**config.mk**
```make
export PLATFORM = sky130hd
export DESIGN_NAME = rf_wb_arbiter
export DESIGN_NICKNAME = d
export VERILOG_FILES = /design/src/rtl/rf_wb_arbiter.sv
export SDC_FILE = /design/constraint.sdc
export NUM_CORES = 1
export LEC_CHECK = 0
export BUFFER_PORTS_ARGS = -buffer_cell sky130_fd_sc_hd__buf_2
export CORE_MARGIN = 5
export CORE_UTILIZATION = 51
export CTS_BUF_LIST = sky130_fd_sc_hd__clkbuf_8
export DETAILED_ROUTE_END_ITERATION = 8
export PLACE_DENSITY = 0.79
export SYNTH_ARGS = -nofsm -noshare
export SYNTH_HDL_FRONTEND = slang
export SYNTH_SLANG_ARGS = --single-unit
```
**constraint.sdc**
```tcl
create_clock -name clk -period 2.7 [get_ports clk]
set_clock_uncertainty 0.05 [all_clocks]
set_input_delay 0.54 -clock clk [delete_from_list [all_inputs] [get_ports clk]]
set_output_delay 0.54 -clock clk [all_outputs]
set_load 0.1 [all_outputs]
```
**src/rtl/rf_wb_arbiter.sv**
```systemverilog
// Register-file write-port arbiter: the pipeline WB write has priority, long-latency
// results queue in a 2-entry buffer, and pending writes are forwarded to ID.
module rf_wb_arbiter (
    input  logic        clk,
    input  logic        resetn,
    input  logic        Pipe_Wr,
    input  logic [4:0]  Pipe_Dst,
    input  logic [31:0] Pipe_Result,
    input  logic        Lu_Valid,
    output logic        Lu_Ready,
    input  logic [4:0]  Lu_Dst,
    input  logic [31:0] Lu_Result,
    output logic        RFWr,
    output logic [4:0]  WB_Dst,
    output logic [31:0] WB_Result,
    output logic        Busy,
    input  logic [4:0]  ID_rs,
    input  logic [4:0]  ID_rt,
    output logic        FwdA_Hit,
    output logic        FwdB_Hit,
    output logic [31:0] FwdA_Data,
    output logic [31:0] FwdB_Data
);

    typedef struct packed {
        logic        valid;
        logic [4:0]  idx;
        logic [31:0] data;
    } entry_t;

    entry_t     buf_q [2];
    logic       head;
    logic       tail;
    logic [1:0] count;

    logic pipe_sel;
    logic accept;
    logic enq;
    logic pop;

    assign Lu_Ready = (count != 2'd2);
    assign Busy     = (count != 2'd0);
    assign pipe_sel = Pipe_Wr && (Pipe_Dst != 5'd0);
    assign accept   = Lu_Valid && Lu_Ready;
    // A same-cycle pipe write to the same register is younger, so the long result is dropped.
    assign enq      = accept && (Lu_Dst != 5'd0) && !(Pipe_Wr && (Lu_Dst == Pipe_Dst));
    assign pop      = !pipe_sel && (count != 2'd0);

    function automatic logic [32:0] lookup(
        input logic [4:0]  src,
        input entry_t      young,
        input entry_t      old,
        input logic        wr,
        input logic [4:0]  dst,
        input logic [31:0] res
    );
        if (src == 5'd0)                      return '0;
        if (young.valid && young.idx == src)  return {1'b1, young.data};
        if (old.valid && old.idx == src)      return {1'b1, old.data};
        if (wr && dst == src)                 return {1'b1, res};
        return '0;
    endfunction

    // The slot behind tail is the youngest entry; the slot at tail is the older one when full.
    assign {FwdA_Hit, FwdA_Data} = lookup(ID_rs, buf_q[~tail], buf_q[tail], RFWr, WB_Dst, WB_Result);
    assign {FwdB_Hit, FwdB_Data} = lookup(ID_rt, buf_q[~tail], buf_q[tail], RFWr, WB_Dst, WB_Result);

    // NOTE: all state below uses non-blocking assignments so every update sees pre-edge values.
    always_ff @(posedge clk or negedge resetn) begin
        if (!resetn) begin
            // NOTE: the buffer is two flop entries, so it is reset to guarantee clear valid bits.
            for (int i = 0; i < 2; i++) buf_q[i] <= '0;
            head      <= 1'b0;
            tail      <= 1'b0;
            count     <= 2'd0;
            RFWr      <= 1'b0;
            WB_Dst    <= 5'd0;
            WB_Result <= 32'd0;
        end else begin
            if (pipe_sel) begin
                RFWr      <= 1'b1;
                WB_Dst    <= Pipe_Dst;
                WB_Result <= Pipe_Result;
                for (int i = 0; i < 2; i++)
                    if (buf_q[i].idx == Pipe_Dst) buf_q[i].valid <= 1'b0;
            end else if (pop) begin
                RFWr            <= buf_q[head].valid;
                WB_Dst          <= buf_q[head].idx;
                WB_Result       <= buf_q[head].data;
                buf_q[head].valid <= 1'b0;
                head            <= ~head;
            end else begin
                RFWr <= 1'b0;
            end
            // Placed after the kill loop so a fresh entry in a stale slot keeps valid=1.
            if (enq) begin
                buf_q[tail] <= '{valid: 1'b1, idx: Lu_Dst, data: Lu_Result};
                tail        <= ~tail;
            end
            count <= count + 2'(enq) - 2'(pop);
        end
    end

endmodule

```
==> flow_summary.ini <==
[placed_design]
placed_cells = 1299
hpwlAfterDp_um = 21300
port_buffers = 193
gp_congestion = 0.878

[yosys]
synth_area_um2 = 8690
ys_seq_area_frac = 0.340
ys_warn_count = 0
synth_nets = 966
syn-mean-instance-area_um2 = 9.92
synthCells = 876
ys_ff_latch = 118
synth_cell_types = 46

[cts]
tritoncts = yes
numCtsBuffers = 17
clockBufferDepth = 2
cts.clk_slew.worst_paths_ns = 0.06
root_buffer = clkbuf_8
insertion_delay_ns = 0.46
h-tree-depth = 4
hold_buffers = 0
clock-sinks = 118

[run]
drv_cap = 0

[floorplan]
core_um2 = 16600
io_pins = 194
placementRows = 47
die_h_um = 141
dieArea_um2 = 19800
start_util = 0.522
fp.dieW_um = 141

[route]
postRouteAntennaNets = 0
firstDrtPassIters = 7
drc = 0
wirelength_um = 35800
via_count = 8791
wl_per_cell_um = 26.5
drtIter0Drc = 889
vias_per_cell = 6.51

[timing]
drv_slew = 0
fmax_ghz = 0.283
worst_pin_slew_ns = 0.671
rsz0062_at_grt = true
whs_ns = 0.0360
hold_viol = 0
finalCritPeriodShare = 1.31
finalWorstSetupSlack_ns = -0.829
setup_viol = 66
min_period_ns = 3.53
slew_headroom = 0.553

[power_and_ir_drop]
power_per_cell_area_nw_per_um2 = 1350
p_clk_frac = 0.079
p_leak_uw = 0.00556
share_seq_of_total_power = 0.210
ir_worst_vdd_uv = 1130
swShare = 0.556
power_switching_uw = 10400
intPower_uw = 8280
combPwrFrac = 0.710

[setup_path]
crit-reg2reg-launch = count[0]
r2r.worst_path.cells = 9
crit_required_ns = 2.11
crit_type = reg2out
worstReg2RegEnd = count[1]
crit_path_start_kind = register
ff2ff_setup_slack_ns = 0.47
arrival_ns = 2.94
end_kind = output pin
path_max_fanout = 13

[grt]
grt_use_total = 0.332
grt_overflow = 0
grt_pass1_vias = 8975
antenna_found_initial = 2
grt_max_degree = 51
grt_pass1_wl_um = 51400

[layout]
antenna_cells = 0
final_common_cell = buf_2
fin_nets = 1207
fin_cells = 1350
drive_above_1_share = 0.573
area_growth_pct = 58.4
most-common-layout-cells = 126 x buf_2, 111 x dfrtp_1, 105 x mux2_2

[status]
status = finished with violations
violations = negative setup slack

[hold_path]
hold_path_class = in2async
## cells in the mapped netlist (all sizes together)
| cell | number | share of area |
|---|---|---|
| and2 | 1 | 0.00072 |
| nand4 | 5 | 0.0060 |
| o211ai | 1 | 0.00086 |
| nand3 | 8 | 0.0046 |
| nand2b | 3 | 0.0022 |
| dfrtp | 118 | 0.34 |
| nand3b | 13 | 0.011 |
| nor4 | 3 | 0.0022 |
| a221o | 20 | 0.023 |
| clkbuf | 44 | 0.019 |
| o21ai | 18 | 0.010 |
| o22ai | 5 | 0.0036 |
| and3 | 3 | 0.0022 |
| o21bai | 1 | 0.00086 |
| o21a | 1 | 0.00086 |
| or2 | 1 | 0.00072 |
| inv | 5 | 0.0022 |
| nand2 | 73 | 0.032 |
| mux2 | 138 | 0.19 |
| xor2 | 31 | 0.031 |
| a211oi | 32 | 0.044 |
| a31oi | 3 | 0.0022 |
| a2bb2oi | 1 | 0.0010 |
| ha | 2 | 0.0029 |
| a21oi | 38 | 0.022 |
| xnor2 | 20 | 0.020 |
| a211o | 1 | 0.0010 |
| a311oi | 31 | 0.046 |
| nor3 | 63 | 0.037 |
| o31ai | 2 | 0.0017 |
| nor2 | 90 | 0.040 |
| mux2i | 60 | 0.069 |
| buf | 37 | 0.025 |
| or4 | 4 | 0.0035 |
## layer usage
| layer | wire length (um) | vias to the layer above | part of all wire | global-route usage |
|---|---|---|---|---|
| met2 | 18000 | 544 | 0.50 | 0.564 |
| met3 | 2840 | 170 | 0.079 | 0.0654 |
| li1 | - | 3676 | - | - |
| met1 | 13000 | 4397 | 0.36 | 0.406 |
| met5 | 27 | - | 0.00075 | 0 |
| met4 | 1890 | 4 | 0.053 | 0.156 |
## worst max-delay path by stage
stage,end,cells past startpoint,slack [ns],startpoint
after detailed placement,FwdA_Data[15],9,-0.45,tail
after CTS,FwdB_Data[27],9,-0.77,tail
final,FwdA_Data[15],9,-0.83,tail
after floorplan,FwdB_Data[11],8,-0.61,WB_Dst[1]
after global routing,FwdA_Data[31],9,-0.91,tail
after global placement,FwdA_Data[9],9,-0.37,tail
## through the flow
stage	power, uW	setup WS [ns]	instance area, um^2	setup TNS (ns)	utilization
6_report	18700	-0.829	13800	-48.73	0.827
5_1_grt	19300	-0.909	13800	-53.73	0.827
4_1_cts	17900	-0.767	13300	-45.91	0.802
3_5_place_dp	15600	-0.446	12200	-21.90	0.732
3_3_place_gp	15400	-0.371	12200	-20.27	0.732
2_1_floorplan	12300	-0.608	9720	-31.03	-
## critical path, cell delays in order (launching register included)
cell	delay (ns)
dfrtp_4	0.53
mux2i_4	0.30
xor2_1	0.21
nand4_2	0.22
or2_4	0.35
buf_12	0.14
buf_12	0.16
a311oi_4	0.32
nor3_4	0.08
buf_12	0.17
## power by group through the flow
stage / Sequential [uW] / Combinational [uW] / Clock (uW)
after floorplan: 5310 / 6960 / 0
after global placement: 3710 / 11700 / 0
after detailed placement: 3770 / 11900 / 0
after CTS: 3810 / 12600 / 1470
after global routing: 4040 / 13700 / 1560
final: 3920 / 13300 / 1480
## what timing repair did
item                                    4_1_cts  5_1_grt
pin swaps                                    17       16
endpoints found under the setup margin       66       66
gates resized for setup                     137       38
buffers inserted                              3        9
cloned                                        2        6
## area by class of cell
| class | count | area [um^2] |
|---|---|---|
| tap | 220 | 275 |
| fill | 803 | 2870 |
| sequential | 118 | 2970 |
| clock inverter | 14 | 97.6 |
| clock buffer | 18 | 248 |
| timing repair buffer | 303 | 3340 |
| multi-input combinational | 672 | 6810 |
| inverter | 5 | 18.8 |
## state kept, by name (all words and copies together) (netlist names)
register / count
buf_q: 76
WB_Result: 32
WB_Dst: 5
count: 2
RFWr: 1
head: 1
tail: 1
## cell families (layout without fill, tap and decap cells)
kind of cell / Yosys count / count (layout) / synth area share
muxes: 198 / 198 / 0.260
xor gates and xnor gates: 51 / 51 / 0.0514
and+or+nand+nor: 267 / 267 / 0.142
AOI/OAI and AO/OA: 154 / 154 / 0.157
buffers and inverters: 86 / 340 / 0.0466
adders and majority gates: 2 / 2 / 0.00288
DFF: 118 / 118 / 0.340
Power figures use the tool's default switching activity.
